File: src/rtl/pattern_sequencer.sv
// Drives a sequence detector from a stored pattern: clears it, shifts the pattern in
// MSB-first with a gated enable, and counts the detector's z pulses for the run.
module pattern_sequencer #(
    parameter int MAX_LEN = 32,
    parameter int CNT_W   = 7,
    parameter int Z_LAT   = 0
) (
    input  logic                           clk,
    input  logic                           rst,
    input  logic                           start,
    input  logic [MAX_LEN-1:0]             pat,
    input  logic [$clog2(MAX_LEN+1)-1:0]   len,
    input  logic                           hold,
    input  logic                           det_z,
    output logic                           det_sig,
    output logic                           det_ena,
    output logic                           det_rst,
    output logic                           busy,
    output logic                           done,
    output logic [CNT_W-1:0]               hits,
    output logic [2:0]                     dbg_state
);
    localparam int LEN_W = $clog2(MAX_LEN + 1);
    localparam logic [CNT_W-1:0] HITS_MAX = {CNT_W{1'b1}};
    localparam logic [1:0] DRAIN_LOAD = (Z_LAT > 0) ? 2'(Z_LAT - 1) : 2'd0;

    // Encoding is visible on dbg_state: 0 idle, 1 clear, 2 shift, 3 drain, 4 done.
    typedef enum logic [2:0] {
        S_IDLE  = 3'd0,
        S_CLEAR = 3'd1,
        S_SHIFT = 3'd2,
        S_DRAIN = 3'd3,
        S_DONE  = 3'd4
    } state_t;

    state_t             state;
    logic [MAX_LEN-1:0] sr;
    logic [LEN_W-1:0]   bit_cnt;
    logic [LEN_W-1:0]   len_c;
    logic [LEN_W-1:0]   shamt;
    logic [1:0]         drain_cnt;
    logic               z_en;

    always_comb begin
        len_c = (len > LEN_W'(MAX_LEN)) ? LEN_W'(MAX_LEN) : len;
        shamt = LEN_W'(MAX_LEN) - len_c;
    end

    assign det_ena   = (state == S_SHIFT) && !hold;
    assign busy      = (state != S_IDLE);
    assign dbg_state = state;

    always_ff @(posedge clk) begin
        if (!rst) begin
            state     <= S_IDLE;
            det_rst   <= 1'b1;
            det_sig   <= 1'b0;
            done      <= 1'b0;
            sr        <= '0;
            bit_cnt   <= '0;
            drain_cnt <= '0;
        end else begin
            done <= 1'b0;
            case (state)
                S_IDLE: begin
                    det_rst <= 1'b0;
                    if (start) begin
                        // Left-align so bit len-1 sits at the MSB.
                        sr      <= pat << shamt;
                        bit_cnt <= len_c;
                        if (len_c == '0) begin
                            state <= S_DONE;
                            done  <= 1'b1;
                        end else begin
                            state   <= S_CLEAR;
                            det_rst <= 1'b1;
                        end
                    end
                end
                S_CLEAR: begin
                    det_rst <= 1'b0;
                    det_sig <= sr[MAX_LEN-1];
                    state   <= S_SHIFT;
                end
                S_SHIFT: begin
                    if (!hold) begin
                        sr      <= sr << 1;
                        bit_cnt <= bit_cnt - 1'b1;
                        if (bit_cnt == LEN_W'(1)) begin
                            det_sig <= 1'b0;
                            if (Z_LAT > 0) begin
                                state     <= S_DRAIN;
                                drain_cnt <= DRAIN_LOAD;
                            end else begin
                                state <= S_DONE;
                                done  <= 1'b1;
                            end
                        end else begin
                            det_sig <= sr[MAX_LEN-2];
                        end
                    end
                end
                S_DRAIN: begin
                    if (drain_cnt == 2'd0) begin
                        state <= S_DONE;
                        done  <= 1'b1;
                    end else begin
                        drain_cnt <= drain_cnt - 1'b1;
                    end
                end
                S_DONE:  state <= S_IDLE;
                default: state <= S_IDLE;
            endcase
        end
    end

    // z is only meaningful Z_LAT cycles after a bit was actually presented.
    generate
        if (Z_LAT == 0) begin : g_no_lat
            assign z_en = det_ena;
        end else begin : g_lat
            logic [Z_LAT-1:0] ena_dl;
            always_ff @(posedge clk) begin
                if (!rst) ena_dl <= '0;
                else      ena_dl <= Z_LAT'({ena_dl, det_ena});
            end
            assign z_en = ena_dl[Z_LAT-1];
        end
    endgenerate

    always_ff @(posedge clk) begin
        if (!rst)
            hits <= '0;
        else if (state == S_CLEAR || (state == S_IDLE && start && len_c == '0))
            hits <= '0;
        else if (z_en && det_z && hits != HITS_MAX)
            hits <= hits + 1'b1;
    end

endmodule

File: config.mk
export PLATFORM = sky130hd
export DESIGN_NAME = pattern_sequencer
export DESIGN_NICKNAME = d
export VERILOG_FILES = /design/src/rtl/pattern_sequencer.sv
export SDC_FILE = /design/constraint.sdc
export NUM_CORES = 1
export LEC_CHECK = 0
export CORE_ASPECT_RATIO = 1.4
export CORE_MARGIN = 4
export CORE_UTILIZATION = 40
export CTS_BUF_LIST = sky130_fd_sc_hd__clkbuf_4 sky130_fd_sc_hd__clkbuf_8
export CTS_CLUSTER_DIAMETER = 30
export CTS_CLUSTER_SIZE = 24
export DETAILED_ROUTE_END_ITERATION = 8
export GPL_TIMING_DRIVEN = 0
export PLACE_DENSITY = 0.58
export SYNTH_ARGS = -nofsm -noshare
export SYNTH_HDL_FRONTEND = slang
export SYNTH_SLANG_ARGS = --single-unit
export TNS_END_PERCENT = 50
File: constraint.sdc
create_clock -name clk -period 4.1 [get_ports clk]
set_input_delay 0.82 -clock clk [delete_from_list [all_inputs] [get_ports clk]]
set_output_delay 0.82 -clock clk [all_outputs]
set_load 0.01 [all_outputs]
==> key figures <==
Yosys
  • Library cells used by synthesis: 62
  • Synth Net Count: 586
  • Syn. warnings: 0
  • FF+latch count, synth: 53
  • Seq/Total Area, Yosys: 24.85%
  • Synth Instances: 538
  • Syn_area_per_cell: 7.937 sq um
  • Prevailing post-synth register cell: dfxtp_1
  • Post-Syn Area: 4270 sq um
  • EDFF count, synth: 0
  • Ys async rst share: 0%

Pwr
  • Peak VDD IR: 0.1353 mV
  • Power per cell area: 311.5 nW/um^2
  • Leak Pwr: 1.871 nW

Floorplan
  • Core box area: 10410 sq um
  • Full die area: 12420 sq um
  • Die Height: 130.3 microns
  • Row count: 44
  • I/O pin count: 58
  • Initial Util: 41.04%
  • Die W: 95.33 microns

Timing
  • Final setup viols: 0
  • Rel. slew slack: 42.46%
  • Minimum clock period: 3.964 ns
  • Final worst slack: 0.1361 ns
  • F_max: 252.3 MHz
  • RSZ-0062 raised after global routing: no
  • Part of the cycle the worst path needs: 96.68%
  • Hold_ws: 0.4837 ns
  • Endpoints failing hold: 0
  • Worst Tran Pin Value: 0.8557 ns
  • Fin. max-slew vios: 0
  • Max Clock Skew: 0.006571 ns

Setup path
  • Slowest cell on the critical path: ha_2
  • Crit path largest cell delay: 0.34 ns
  • Crit path max-delay family: buffers and inverters
  • CP most frequent cell: buf_4
  • Flop-to-flop setup slack: 1.48 ns
  • Crit-path max FO: 10
  • Worst Setup Start Kind: input port
  • Setup crit end kind: flop
  • WP data arrival: 4.16 ns
  • CP Class: input port to flop
  • CP bufs+invs: 7
  • WP data required: 4.29 ns
  • CP cell instances: dlygate4sd2_1, nor2b_1, buf_4, inv_1, buf_4, buf_2, ha_2, buf_2, buf_4, mux2i_2, nand2_1, a21oi_1, o21ai_1, a221oi_1, a221oi_1

GRT
  • Initial antenna violation count: 0
  • Largest net degree at the start of global routing: 17
  • Tot GR Track Use: 25.71%
  • Gr ovfl total: 0
  • Global-route wire length before repair: 24.34 mm
  • Vias in the first global route: 4634

Placed design
  • Placer Congestion: 0.9225
  • Final HPWL DP: 12.61 mm
  • Cell Area, Placed: 5004 sq um
  • Count of input and output buffers: 56
  • Cells after DPL: 732
  • DP Worst Slack: -0.9980 ns

Clock network
  • Root Buffer: clkbuf_8
  • CTS sink cnt: 53
  • Clk slew on worst S/H paths: 0.10 ns
  • Inserted Clock Buffers: 5
  • CTS tree: built
  • Clock Tree Buf Depth: 2
  • CTS H-tree lvls: 2
  • Later-pin clock latency in the skew report: 0.32 ns

Route
  • DR WL/cell: 21.18 microns
  • Vias/cell: 6.232
  • Total length of routed wires: 15.67 mm
  • DRT antenna net count: 0
  • Drt pass-1 iters: 5
  • Vias: 4612
  • Number of DRC markers in iteration 0: 335
  • DRC violations left: 0

Layout
  • Synth-to-Final Area Change: 21.21%
  • Non-filler instance count after layout: 740
  • Diode count: 0
  • Nets: 649
  • Post-route cell area: 5176 sq um
  • Post-layout util: 49.75%
  • Commonest cells after routing, fill and taps aside: 55 x clkdlybuf4s50_1, 53 x nor2_1, 53 x dfxtp_1, 52 x nand2_1, 46 x a21oi_1
  • Layout cells sized above 1: 11.63%
  • Commonest non-fill, non-tap cell in the layout: clkdlybuf4s50_1

Job
  • Max-cap violations: 0

Min path
  • Hold crit path type: flop to flop

Status
  • Status: finished, final reports clean
tightest hold or removal path: stages (launching register included):
cell and delay, ns:
dfxtp_1 0.31, inv_1 0.06, a221oi_1 0.07
power breakdown:
part	internal (mW)	switching [mW]
Combinational	0.285	0.421
Clock	0.118	0.186
Sequential	0.567	0.0351
Total	0.970	0.642
cell families after synthesis:
logic type | share of synthesized area (%)
buf+inv | 5.713
flops | 24.85
simple gates | 20.28
xor+xnor | 1.817
fa+ha+maj | 1.465
mux | 18.93
compound gates | 26.96
area by class of cell:
cell class / count / area, sq um
repair buffers: 56 / 559.3
well taps: 138 / 172.7
flip-flops and latches: 53 / 1061
clock inverters: 3 / 17.52
plain buffers: 45 / 222.7
fillers: 1055 / 5229
multi-input cells: 429 / 3033
clock buffers: 5 / 68.82
inverters: 11 / 41.29
layer usage:
metal / vias to the layer above / global-route usage [%] / wire, microns
li1: 2162 / - / -
met1: 2189 / 27.02 / 5789
met3: 61 / 3.749 / 803
met4: 0 / 16.40 / 890
met5: - / 0 / 0
met2: 200 / 46.97 / 8191
synth_stat cells, types with 5 or more instances:
library cell | number | area (sq um)
a211oi_1 | 6 | 45.04
a21oi_1 | 47 | 235.2
a221oi_1 | 19 | 166.4
a31oi_1 | 10 | 62.56
and2_1 | 5 | 31.28
buf_2 | 15 | 75.07
clkbuf_1 | 24 | 90.09
dfxtp_1 | 53 | 1061
ha_1 | 5 | 62.56
inv_1 | 11 | 41.29
mux2_2 | 6 | 67.56
mux2i_1 | 35 | 350.3
mux4_2 | 16 | 360.4
nand2_1 | 53 | 198.9
nand2b_1 | 7 | 43.79
nand3_1 | 18 | 90.09
nor2_1 | 53 | 198.9
nor3_1 | 13 | 65.06
o211ai_1 | 15 | 112.6
o21ai_0 | 41 | 205.2
o21ai_1 | 6 | 30.03
through the flow:
step,TNS [ns],power (mW)
after floorplan,0,1.048
after global placement,-26.49,1.278
after detailed placement,-27.13,1.282
after CTS,0,1.598
after global routing,0,1.686
final,0,1.612
state kept, by name (all words and copies together) (netlist names):
signal and flops:
bit_cnt 6, dbg_state 3, det_rst 1, det_sig 1, done 1, drain_cnt 2
hits 7, sr 32
final timing paths:
kind,endpoint,cells after the start,from
setup reg to reg,det_sig$_SDFFE_PN0P_,7,dbg_state[0]$_SDFFE_PN0P_
setup / recovery,sr[31]$_SDFFE_PN0P_,15,len[5]
hold reg to reg,sr[31]$_SDFFE_PN0P_,2,sr[31]$_SDFFE_PN0P_
hold / removal,sr[31]$_SDFFE_PN0P_,2,sr[31]$_SDFFE_PN0P_
timing repair:
action	in CTS	in global routing
endpoints found under the setup margin	38	2
endpoints found under the hold margin	0	0
resized for setup	20	4
hold buffers	0	0
buffers inserted	0	0
Power figures use the tool's default switching activity.
